$ cat src/rtl/ct_lsu_dcache_data_arb.sv
// Data-bank arbiter for one dcache slice: picks one of refill/store/load per cycle,
// registers the winner onto the SRAM pins and returns load data two cycles after grant.
module ct_lsu_dcache_data_arb #(
    parameter int IDX_W        = 11,
    parameter int STARVE_LIMIT = 8
) (
    input  logic             forever_cpuclk,
    input  logic             cpurst_b,
    input  logic             rf_req,
    input  logic [IDX_W-1:0] rf_idx,
    input  logic [31:0]      rf_din,
    input  logic [3:0]       rf_be,
    output logic             rf_grnt,
    input  logic             st_req,
    input  logic [IDX_W-1:0] st_idx,
    input  logic [31:0]      st_din,
    input  logic [3:0]       st_be,
    output logic             st_grnt,
    input  logic             ld_req,
    input  logic [IDX_W-1:0] ld_idx,
    output logic             ld_grnt,
    input  logic             ld_cancel,
    output logic             ld_data_vld,
    output logic [31:0]      ld_data,
    output logic             data_gateclk_en,
    output logic             data_sel_b,
    output logic             data_gwen_b,
    output logic [3:0]       data_wen_b,
    output logic [IDX_W-1:0] data_idx,
    output logic [31:0]      data_din,
    input  logic [31:0]      data_dout
);

    localparam logic [3:0] LIMIT = 4'(STARVE_LIMIT);

    logic [3:0]       st_wait_q, st_wait_d;
    logic [3:0]       ld_wait_q, ld_wait_d;
    logic             cmd_vld_q, cmd_vld_d;
    logic             is_ld_q, is_ld_d;
    logic             gwen_b_q, gwen_b_d;
    logic [3:0]       wen_b_q, wen_b_d;
    logic [IDX_W-1:0] idx_q, idx_d;
    logic [31:0]      din_q, din_d;
    logic             rd_vld_q, rd_vld_d;
    logic             st_prom, ld_prom;

    assign st_prom = (st_wait_q == LIMIT);
    assign ld_prom = (ld_wait_q == LIMIT);

    // Promoted requesters jump ahead of refill; otherwise refill > store > load.
    always_comb begin
        rf_grnt = 1'b0;
        st_grnt = 1'b0;
        ld_grnt = 1'b0;
        if (st_req && st_prom)      st_grnt = 1'b1;
        else if (ld_req && ld_prom) ld_grnt = 1'b1;
        else if (rf_req)            rf_grnt = 1'b1;
        else if (st_req)            st_grnt = 1'b1;
        else if (ld_req)            ld_grnt = 1'b1;
    end

    always_comb begin
        st_wait_d = 4'd0;
        ld_wait_d = 4'd0;
        if (st_req && !st_grnt) st_wait_d = (st_wait_q == LIMIT) ? LIMIT : st_wait_q + 4'd1;
        if (ld_req && !ld_grnt) ld_wait_d = (ld_wait_q == LIMIT) ? LIMIT : ld_wait_q + 4'd1;
    end

    // A write with no byte enables is granted but never reaches the SRAM.
    always_comb begin
        cmd_vld_d = 1'b0;
        is_ld_d   = 1'b0;
        gwen_b_d  = 1'b1;
        wen_b_d   = 4'hf;
        idx_d     = idx_q;
        din_d     = din_q;
        if (rf_grnt && rf_be != 4'h0) begin
            cmd_vld_d = 1'b1;
            gwen_b_d  = 1'b0;
            wen_b_d   = ~rf_be;
            idx_d     = rf_idx;
            din_d     = rf_din;
        end else if (st_grnt && st_be != 4'h0) begin
            cmd_vld_d = 1'b1;
            gwen_b_d  = 1'b0;
            wen_b_d   = ~st_be;
            idx_d     = st_idx;
            din_d     = st_din;
        end else if (ld_grnt) begin
            cmd_vld_d = 1'b1;
            is_ld_d   = 1'b1;
            idx_d     = ld_idx;
        end
        rd_vld_d = cmd_vld_q & is_ld_q & ~ld_cancel;
    end

    always_ff @(posedge forever_cpuclk or negedge cpurst_b) begin
        if (!cpurst_b) begin
            st_wait_q <= 4'd0;
            ld_wait_q <= 4'd0;
            cmd_vld_q <= 1'b0;
            is_ld_q   <= 1'b0;
            gwen_b_q  <= 1'b1;
            wen_b_q   <= 4'hf;
            idx_q     <= '0;
            din_q     <= 32'd0;
            rd_vld_q  <= 1'b0;
        end else begin
            st_wait_q <= st_wait_d;
            ld_wait_q <= ld_wait_d;
            cmd_vld_q <= cmd_vld_d;
            is_ld_q   <= is_ld_d;
            gwen_b_q  <= gwen_b_d;
            wen_b_q   <= wen_b_d;
            idx_q     <= idx_d;
            din_q     <= din_d;
            rd_vld_q  <= rd_vld_d;
        end
    end

    assign data_gateclk_en = cmd_vld_q;
    assign data_sel_b      = ~cmd_vld_q;
    assign data_gwen_b     = gwen_b_q;
    assign data_wen_b      = wen_b_q;
    assign data_idx        = idx_q;
    assign data_din        = din_q;
    assign ld_data_vld     = rd_vld_q;
    assign ld_data         = data_dout;

endmodule

$ cat config.mk
export PLATFORM = sky130hd
export DESIGN_NAME = ct_lsu_dcache_data_arb
export DESIGN_NICKNAME = d
export VERILOG_FILES = /design/src/rtl/ct_lsu_dcache_data_arb.sv
export SDC_FILE = /design/constraint.sdc
export NUM_CORES = 1
export LEC_CHECK = 0
export BUFFER_PORTS_ARGS = -buffer_cell sky130_fd_sc_hd__clkbuf_2
export CAP_MARGIN = 20
export CORE_ASPECT_RATIO = 0.6
export CORE_UTILIZATION = 37
export DETAILED_ROUTE_END_ITERATION = 6
export GPL_ROUTABILITY_DRIVEN = 1
export PLACE_DENSITY = 0.81
export SETUP_SLACK_MARGIN = 0.4
export SLEW_MARGIN = 20
export SYNTH_ARGS = -nofsm -noshare
export SYNTH_HDL_FRONTEND = slang
export SYNTH_SLANG_ARGS = --single-unit
$ cat constraint.sdc
create_clock -name forever_cpuclk -period 1.8 [get_ports forever_cpuclk]
set_input_delay 0.09 -clock forever_cpuclk [delete_from_list [all_inputs] [get_ports forever_cpuclk]]
set_output_delay 0.09 -clock forever_cpuclk [all_outputs]
set_load 0.01 [all_outputs]
==> impl_metrics.yaml <==
status:
  status: "finished, violations left"
  violations: "negative setup slack"
place:
  gp_congestion: 0.776
  place_area_sq_um: 3970
  portBuffers: 164
  dp_hpwl_mm: 6.87
synthesis:
  synthCells: 332
  yosysTopAreaCellShare_pct: 42.3
  avgSynthCellArea_sq_um: 9.63
  synth.area.top_cells: "dfrtp_1 42%, buf_4 8.5%, a31oi_1 6.3%"
  synth-edff-count: 0
  synth_common_cells: "54 x dfrtp_1, 39 x nor2_1, 36 x buf_4, 32 x a21oi_1, 32 x a31oi_1"
  synth_top_area_cell: "dfrtp_1"
  async_flop_share_pct: 100
  synth-seq-cells: 59
  syn-num-nets: 479
  yosysMostFrequentCell: "dfrtp_1"
  ys_warn_count: 0
  synth_cell_type_count: 39
  synth_area_sq_um: 3200
  synth-seq-area-share_pct: 46.4
  ys.flop_type: "dfrtp_1"
clock_network:
  cts_made_buffers: 9
  h-tree-depth: 3
  cts.clk_slew.worst_paths_ns: 0.05
  cts_tree: "built"
  cts_root_buf: "clkbuf_16"
  cts.sinks: 59
  clk_latency_ns: 0.33
  clockBufferDepth: 2
sta:
  post-route-min-period_ns: 1.85
  hold_viol: 0
  tns_ns: -0.467
  rsz0062_at_grt: "true"
  finalSetupViolCount: 29
  period_share_pct: 103
  holdWs_ns: 0.00683
  finalMaxSlewViolations: 0
  fmax_mhz: 542
  fin_ws_ns: -0.0456
  fin_skew_ns: 0.00699
  max_slew_margin_pct: 58.6
  worst_slew_pin_slew_ns: 0.621
final_layout:
  multi_input_area_sq_um: 1610
  n_antenna_cell: 0
  fin_util_pct: 63.6
  syn2layout_area_growth_pct: 61.7
  drive_gt1_share_pct: 54.8
  fillers: 641
  register_area_sq_um: 1480
  fin_area_sq_um: 5170
  final_nets: 657
floorplanning:
  die_x_um: 122
  die_h_um: 74.0
  pin_count: 229
  rows: 25
  dieArea_sq_um: 9030
  initial_core_util_pct: 39.3
  coreArea_sq_um: 8130
grt:
  grt_pass1_vias: 3195
  grt_max_degree: 38
  grt_overflow: 0
  track_usage_pct: 22.9
  grt_pass1_wl_mm: 15.5
  antenna_found_initial: 0
route:
  via_per_inst: 5.55
  firstDrtPassIters: 5
  vias: 3460
  drtAntennaViolNets: 0
  wl_per_cell_um: 18.6
  routed_wl_mm: 11.6
  drt_first_iter_violations: 164
  drcViolationCount: 0
setup_path:
  critical_path_class: "flop to flop"
  cp.arrival_ns: 2.05
  start_kind: "flop"
  cp-end-kind: "flop"
  cp_max_fo: 6
  cp.required_ns: 2.01
  r2r_slack_ns: -0.05
flow_run:
  max_cap_viol_count: 0
pwr:
  p_leak_nw: 2.43
  power_density_nw_per_um2: 824
  ir_worst_vdd_v: 0.000385
hold_path:
  worstHoldPathType: "input port to flop"
==> where the power goes <==
group          leakage (nW)  internal [mW]  total [mW]  switching [mW]
Clock                 0.139           1.11        1.70           0.592
Combinational          1.60          0.493        1.01           0.519
Sequential            0.692           1.47        1.55          0.0809
Total                  2.43           3.07        4.26            1.19
==> final cells by class <==
class,count,share of cell area [%]
Sequential cell,59,28.7
Multi-Input combinational cell,206,31.0
Clock buffer,12,4.77
Tap cell,108,2.61
Timing Repair Buffer,225,31.1
Clock inverter,4,0.968
Inverter,9,0.798
==> routing by layer <==
metal | vias to the layer above | wire length (um) | track usage [%] | share of wire [%]
met3 | 17 | 1020 | 9.20 | 8.8
met5 | - | 0 | 0 | 0
met1 | 1708 | 4920 | 27.8 | 42
met2 | 205 | 5510 | 37.2 | 48
met4 | 0 | 133 | 8.50 | 1.1
li1 | 1530 | - | - | -
==> path summary, 6_finish.rpt <==
path | endpoint | depth (start not counted) | from
min in group asynchronous | data_din[8] | 2 | cpurst_b
max reg2reg | data_din[8] | 9 | ld_wait_q[1]
max | data_din[8] | 9 | ld_wait_q[1]
min | data_din[29] | 3 | rf_din[29]
max in group asynchronous | data_din[30] | 3 | cpurst_b
min reg2reg | ld_data_vld | 2 | is_ld_q
==> registers in the layout, summed over array words and instances, names as in the netlist <==
register / count
data_gateclk_en: 1
ld_wait_q: 4
st_wait_q: 4
ld_data_vld: 1
data_gwen_b: 1
data_din: 32
is_ld_q: 1
data_idx: 11
data_wen_b: 4
==> logic make-up (layout without fill, tap and decap cells) <==
| group | after synthesis | count (layout) | share of synthesized area, % |
|---|---|---|---|
| buffers and inverters | 67 | 250 | 13.9 |
| xor gates and xnor gates | 3 | 3 | 0.822 |
| adders and majority gates | 4 | 4 | 1.57 |
| AOI/OAI and AO/OA | 126 | 126 | 23.9 |
| DFF | 59 | 59 | 46.4 |
| and+or+nand+nor | 61 | 61 | 9.70 |
| muxes | 12 | 12 | 3.80 |
==> timing repair <==
item,4_1_cts,5_1_grt
pin swaps,28,15
hold buffers,18,0
endpoints found under the hold margin,30,0
setup buffers,15,5
resized for setup,33,57
cloned,1,6
endpoints found under the setup margin,60,61
==> cells in the final DEF (no fill, tap or decap), types with 2 or more instances in the layout <==
master         Yosys  final
a32oi_2            0      6
clkbuf_16          0     13
a31oi_1           32     20
buf_12             0      8
ha_2               0      2
ha_1               4      2
buf_6              6     12
dfrtp_1           54     54
a22oi_2            0      3
and4b_4            2      2
a32oi_1           11      5
dlygate4sd3_1      0     18
a31oi_4            0     11
nand3_1            2      2
a21oi_1           32     23
clkbuf_2           1    161
clkinvlp_4         0      2
buf_4             36     15
xor2_1             2      2
clkbuf_1           6      2
inv_1              7      5
buf_8              0      5
nor3_4             1      2
o21ai_0           28      7
dfstp_2            5      5
nor2_1            39     36
o21ai_2            0      2
a21oi_2            0      9
mux2i_1           11     11
inv_2              2      2
nand2_1            7      6
clkbuf_8           0      2
o21ai_1           15     34
nor2_2             0      2
==> per-stage QoR <==
step | setup WS, ns | power [mW] | cells
4_1_cts | -0.0122 | 4.15 | 612
5_1_grt | -0.117 | 4.45 | 623
6_report | -0.0456 | 4.26 | 623
3_3_place_gp | 0.0512 | 2.30 | 562
2_1_floorplan | 0.0846 | 2.01 | 332
3_5_place_dp | -0.0668 | 2.33 | 562
==> worst max-delay path, cell delays in order, from the launching register on <==
cell and delay [ns]:
dfrtp_1 0.41, inv_1 0.07, ha_2 0.19, and4b_4 0.28, o21a_4 0.18, inv_6 0.05, buf_12 0.13, buf_4 0.16
a31oi_1 0.17, a21oi_1 0.09
Power figures use the tool's default switching activity.
